## src/rtl/gray_cnt_pkg.sv

```systemverilog
// gray_cnt_pkg: shared Gray/binary conversions and counter mode encodings.
// Rev 1.0 - initial release.
`default_nettype none

package gray_cnt_pkg;

  // Widest counter the conversion helpers handle; callers zero-extend and slice.
  localparam int GRAY_MAX_W = 64;

  localparam int MODE_WRAP = 0;
  localparam int MODE_SAT  = 1;

  function automatic logic [GRAY_MAX_W-1:0] bin2gray(input logic [GRAY_MAX_W-1:0] b);
    return b ^ (b >> 1);
  endfunction

  function automatic logic [GRAY_MAX_W-1:0] gray2bin(input logic [GRAY_MAX_W-1:0] g);
    logic [GRAY_MAX_W-1:0] b;
    b[GRAY_MAX_W-1] = g[GRAY_MAX_W-1];
    for (int i = GRAY_MAX_W - 2; i >= 0; i--) begin
      b[i] = b[i+1] ^ g[i];
    end
    return b;
  endfunction

endpackage

`default_nettype wire

```

## src/rtl/gray_step_chk.sv

```systemverilog
// gray_step_chk: sticky flag raised when consecutive Gray values differ in more than one bit.
// Rev 1.0 - initial release.
`default_nettype none

module gray_step_chk #(
  parameter int               WIDTH    = 4,
  parameter logic [WIDTH-1:0] RST_GRAY = '0
) (
  input  logic             clk,
  input  logic             rst,
  input  logic             load,
  input  logic [WIDTH-1:0] gray,
  output logic             err
);

  logic [WIDTH-1:0] gray_prev;
  logic             load_prev;
  logic [WIDTH-1:0] diff;
  int unsigned      flips;
  logic             multi_flip;

  always_comb begin
    diff  = gray ^ gray_prev;
    flips = 0;
    for (int i = 0; i < WIDTH; i++) begin
      flips = flips + 32'(diff[i]);
    end
    // The value that follows a load is allowed to jump arbitrarily.
    multi_flip = (flips > 1) && !load_prev;
  end

  always_ff @(posedge clk or posedge rst) begin
    if (rst) begin
      gray_prev <= RST_GRAY;
      load_prev <= 1'b0;
      err       <= 1'b0;
    end else begin
      gray_prev <= gray;
      load_prev <= load;
      if (multi_flip) begin
        err <= 1'b1;
      end
    end
  end

endmodule

`default_nettype wire

```

## src/rtl/gray_counter_param.sv

```systemverilog
// gray_counter_param: up/down Gray counter with load, wrap or saturate, coherent bin/gray outputs.
// Optional GRAY_CNT_CHECK_EN adds a single-bit-step checker driving output err.
`default_nettype none

module gray_counter_param
  import gray_cnt_pkg::*;
#(
  parameter int               WIDTH    = 4,
  parameter int               SAT_MODE = MODE_WRAP,
  parameter logic [WIDTH-1:0] RST_VAL  = '0
) (
  input  logic             clk,
  input  logic             rst,
  input  logic             en,
  input  logic             up,
  input  logic             load,
  input  logic [WIDTH-1:0] load_val,
  output logic [WIDTH-1:0] bin,
  output logic [WIDTH-1:0] gray,
  output logic             limit
`ifdef GRAY_CNT_CHECK_EN
  ,
  output logic             err
`endif
);

  localparam logic [GRAY_MAX_W-1:0] RST_GRAY_EXT = bin2gray(GRAY_MAX_W'(RST_VAL));
  localparam logic [WIDTH-1:0]      RST_GRAY     = RST_GRAY_EXT[WIDTH-1:0];
  localparam logic [WIDTH-1:0]      MAX_VAL      = '1;

  logic             at_limit;
  logic [WIDTH-1:0] next_bin;
  logic [WIDTH-1:0] next_gray;

  always_comb begin
    at_limit = en && !load && ((up && (bin == MAX_VAL)) || (!up && (bin == '0)));
    next_bin = bin;
    if (load) begin
      next_bin = load_val;
    end else if (en) begin
      if (at_limit && (SAT_MODE == MODE_SAT)) begin
        next_bin = bin;
      end else if (up) begin
        next_bin = bin + 1'b1;
      end else begin
        next_bin = bin - 1'b1;
      end
    end
    // Gray comes from the next binary value so both outputs update on the same edge.
    next_gray = next_bin ^ (next_bin >> 1);
  end

  always_ff @(posedge clk or posedge rst) begin
    if (rst) begin
      bin   <= RST_VAL;
      gray  <= RST_GRAY;
      limit <= 1'b0;
    end else begin
      bin   <= next_bin;
      gray  <= next_gray;
      limit <= at_limit;
    end
  end

`ifdef GRAY_CNT_CHECK_EN
  gray_step_chk #(
    .WIDTH    (WIDTH),
    .RST_GRAY (RST_GRAY)
  ) u_step_chk (
    .clk  (clk),
    .rst  (rst),
    .load (load),
    .gray (gray),
    .err  (err)
  );
`endif

endmodule

`default_nettype wire
```

## config.mk

```make
export PLATFORM = sky130hd
export DESIGN_NAME = gray_counter_param
export DESIGN_NICKNAME = d
export VERILOG_FILES = /design/src/rtl/gray_cnt_pkg.sv /design/src/rtl/gray_step_chk.sv /design/src/rtl/gray_counter_param.sv
export SDC_FILE = /design/constraint.sdc
export NUM_CORES = 1
export LEC_CHECK = 0
export BUFFER_PORTS_ARGS = -buffer_cell sky130_fd_sc_hd__clkbuf_2
export CAP_MARGIN = 20
export CELL_PAD_IN_SITES_DETAIL_PLACEMENT = 1
export CELL_PAD_IN_SITES_GLOBAL_PLACEMENT = 2
export CORE_UTILIZATION = 26
export DETAILED_ROUTE_END_ITERATION = 8
export PLACE_DENSITY_LB_ADDON = 0.1
export SYNTH_ARGS = -nofsm -noshare
export SYNTH_HDL_FRONTEND = slang
export SYNTH_SLANG_ARGS = --single-unit
export TNS_END_PERCENT = 10
```

## constraint.sdc

```tcl
create_clock -name clk -period 2.2 [get_ports clk]
set_clock_uncertainty 0.15 [all_clocks]
set_input_delay 0.11 -clock clk [delete_from_list [all_inputs] [get_ports clk]]
set_output_delay 0.11 -clock clk [all_outputs]
set_load 0.005 [all_outputs]
```

==> run_summary.xml <==
<?xml version="1.0" encoding="UTF-8"?>
<metrics>
  <group name="clock_tree">
    <metric name="cts_tree" unit="">yes</metric>
    <metric name="clk_latency" unit="ns">0.24</metric>
    <metric name="clk_pin_slew" unit="ns">0.05</metric>
    <metric name="level_count_of_the_clock_h_tree" unit="">1</metric>
    <metric name="cts-buffers-inserted" unit="">3</metric>
    <metric name="max-clock-path-buffers" unit="">2</metric>
    <metric name="cts.sinks" unit="">8</metric>
    <metric name="clock_tree.root_cell" unit="">clkbuf_4</metric>
  </group>
  <group name="yosys">
    <metric name="postSynth.asyncResetShare" unit="%">100</metric>
    <metric name="most_area_consuming_cells_after_synthesis" unit="">dfrtp_1 (44%), xnor2_1 (7.7%), ha_1 (5.5%), fa_1 (4.4%), mux2i_1 (4.4%)</metric>
    <metric name="synth_cells" unit="">43</metric>
    <metric name="number_of_synthesized_register_bits" unit="">8</metric>
    <metric name="synth_cell_types" unit="">21</metric>
    <metric name="synth_seq_area_share" unit="%">44.0</metric>
    <metric name="yosysTopAreaCellShare" unit="%">44.0</metric>
    <metric name="postSynthNetCount" unit="">55</metric>
    <metric name="synth_edf_count" unit="">0</metric>
    <metric name="predominant_post_synthesis_flop_cell" unit="">dfrtp_1</metric>
    <metric name="syn-mean-instance-area" unit="um^2">10.6</metric>
    <metric name="syn-cell-area" unit="um^2">455</metric>
    <metric name="synth_warn" unit="">0</metric>
    <metric name="largest_area_contributor_in_the_synthesized_netlist" unit="">dfrtp_1</metric>
  </group>
  <group name="outcome">
    <metric name="status" unit="">finished, violations left</metric>
    <metric name="violations" unit="">design-rule violations</metric>
  </group>
  <group name="pwr">
    <metric name="ir_worst_vdd" unit="mV">0.388</metric>
    <metric name="power.leakage" unit="nW">0.297</metric>
    <metric name="p_per_area" unit="mW/mm^2">763</metric>
    <metric name="totalPowerFinal" unit="mW">0.441</metric>
  </group>
  <group name="drt">
    <metric name="drtIter0Drc" unit="">4</metric>
    <metric name="detail-route-antenna-nets" unit="">0</metric>
    <metric name="drt_first_pass_iters" unit="">7</metric>
    <metric name="dr_wl_cell" unit="um">12.6</metric>
    <metric name="detail_route.wirelength" unit="um">983</metric>
    <metric name="drc" unit="">1</metric>
    <metric name="post_drt_via_cell_ratio" unit="">4.69</metric>
    <metric name="dr_total_vias" unit="">366</metric>
  </group>
  <group name="worst_setup_path">
    <metric name="critPathMaxFanout" unit="">6</metric>
    <metric name="crit_required" unit="ns">2.17</metric>
    <metric name="critPathCaptureType" unit="">register</metric>
    <metric name="critical_path_arrival" unit="ns">1.83</metric>
    <metric name="critical_path_class" unit="">reg -&gt; reg</metric>
    <metric name="critical_path.startpoint_type" unit="">register</metric>
    <metric name="launching_element_of_the_worst_setup_path" unit="">bin[0]</metric>
    <metric name="rr_startpoint" unit="">bin[0]</metric>
  </group>
  <group name="layout">
    <metric name="postLayoutCellArea" unit="um^2">578</metric>
    <metric name="post-route-util" unit="%">36.7</metric>
    <metric name="area_delta_synth_final" unit="%">26.9</metric>
    <metric name="antenna-diode-count" unit="">0</metric>
    <metric name="final_layout_size_suffix_gt1_share" unit="%">33.9</metric>
    <metric name="n_fill_cell" unit="">191</metric>
    <metric name="mostFrequentLayoutCell" unit="">clkbuf_2</metric>
    <metric name="layout_common_cells" unit="">clkbuf_2 (17), dfrtp_1 (8), xnor2_1 (4)</metric>
    <metric name="design.final.nets" unit="">76</metric>
  </group>
  <group name="sta">
    <metric name="max_clock_freq" unit="GHz">0.537</metric>
    <metric name="finalHoldViolations" unit="">0</metric>
    <metric name="period_needed" unit="ns">1.86</metric>
    <metric name="unrepaired_setup_endpoints_after_global_routing" unit="">false</metric>
    <metric name="worst_slew_pin_slew" unit="ns">0.356</metric>
    <metric name="report.final.slew_viol_count" unit="">0</metric>
    <metric name="final.period_utilization" unit="%">84.6</metric>
    <metric name="worst_hold_slack" unit="ns">0.0106</metric>
    <metric name="finalSetupTns" unit="ns">0</metric>
    <metric name="setup_viol_count_final" unit="">0</metric>
    <metric name="relSlewSlack" unit="%">76.3</metric>
  </group>
  <group name="grt">
    <metric name="grt_max_degree" unit="">10</metric>
    <metric name="grt.overflow.total" unit="">0</metric>
    <metric name="grt_pass1_wl" unit="mm">1.62</metric>
    <metric name="initial_antenna_violation_count" unit="">0</metric>
    <metric name="grtUsageTotal" unit="%">12.1</metric>
    <metric name="first_global_vias" unit="">334</metric>
  </group>
  <group name="die">
    <metric name="std_cell_rows" unit="">14</metric>
    <metric name="pin_count" unit="">18</metric>
    <metric name="die_span_in_x" unit="um">43.9</metric>
    <metric name="initial_core_util" unit="%">28.9</metric>
    <metric name="height_of_the_die" unit="um">43.9</metric>
    <metric name="core-area" unit="mm^2">0.00158</metric>
    <metric name="die_area" unit="mm^2">0.00192</metric>
  </group>
  <group name="place">
    <metric name="place.detailed.hpwl" unit="um">798</metric>
    <metric name="gp_congestion" unit="">0.668</metric>
    <metric name="post_dp_cell_area" unit="um^2">546</metric>
    <metric name="total_of_buffers_placed_on_input_and_output_ports" unit="">17</metric>
  </group>
  <group name="worst_hold_path">
    <metric name="origin_of_the_worst_min_delay_path" unit="">load_val[1]</metric>
    <metric name="min_path_type" unit="">in -&gt; reg</metric>
  </group>
  <group name="job">
    <metric name="cap_violations" unit="">0</metric>
  </group>
</metrics>
==> sequential cells by signal, summed over array words and instances, names as in the netlist <==
name and count:
bin 4, gray 3, limit 1
==> per-layer routing <==
layer | wire, um | GRT usage (%) | vias up | part of all wire, %
met4 | 0 | 1.82 | 0 | 0
met1 | 464 | 16.0 | 170 | 47
met3 | 34 | 6.67 | 0 | 3.5
met5 | 0 | 0 | - | 0
met2 | 484 | 17.9 | 11 | 49
li1 | - | - | 185 | -
==> worst max-delay path, stage by stage, from the launching register on <==
cell,delay [ns]
dfrtp_1,0.44
fa_1,0.48
mux2i_1,0.17
nor2_1,0.06
a21oi_1,0.30
xnor2_1,0.13
==> cell usage after synthesis, types with 2 or more instances <==
master   instances
a21oi_1          3
buf_4            2
dfrtp_1          8
ha_1             2
inv_1            3
mux2i_1          2
nand2_1          3
nand3_1          2
nor2_1           2
xnor2_1          4
xor2_1           2
==> final cells by class <==
type	count	area (um^2)	share of cell area, %
inverter	3	11.3	1.95
timing repair buffer	18	95.1	16.5
sequential	8	200	34.6
multi-input combinational	30	229	39.6
clock buffer	3	22.5	3.90
tap	16	20.0	3.46
==> logic make-up (layout without fill, tap and decap cells) <==
| group | count (synthesis) | after routing | share of synthesized area, % |
|---|---|---|---|
| buf+inv | 5 | 24 | 5.77 |
| mux | 2 | 2 | 4.40 |
| simple gates | 12 | 12 | 15.4 |
| xor+xnor | 6 | 6 | 11.5 |
| fa+ha+maj | 3 | 3 | 9.89 |
| compound gates | 7 | 7 | 9.06 |
| flops | 8 | 8 | 44.0 |
==> where the power goes <==
group | internal, mW | switching, mW
combinational | 0.0701 | 0.0644
sequential | 0.176 | 0.0235
clock | 0.0621 | 0.0449
total | 0.308 | 0.133
==> path summary, 6_finish.rpt <==
kind / slack [ns] / end / cells after the start
worst min-delay path: 0.01 / bin[1] / 3
worst max register to register: 0.34 / gray[0] / 5
worst min register to register: 0.50 / limit / 2
min in group asynchronous: 0.19 / bin[2] / 3
worst max-delay path: 0.34 / gray[0] / 5
max in group asynchronous: 1.48 / gray[1] / 3
==> metrics by stage <==
step	cells	setup WS, ns
6_report	78	0.339
4_1_cts	78	0.314
5_1_grt	78	0.154
3_5_place_dp	74	0.328
2_1_floorplan	43	0.428
3_3_place_gp	74	0.311
==> timing repair <==
action / in CTS / in global routing
hold buffers: 1 / 0
endpoints found under the setup margin: 0 / 0
setup buffers: 0 / 0
hold endpoints to repair: 8 / 0
resized for setup: 0 / 0
Note: power is estimated with default switching activity, not from simulation.
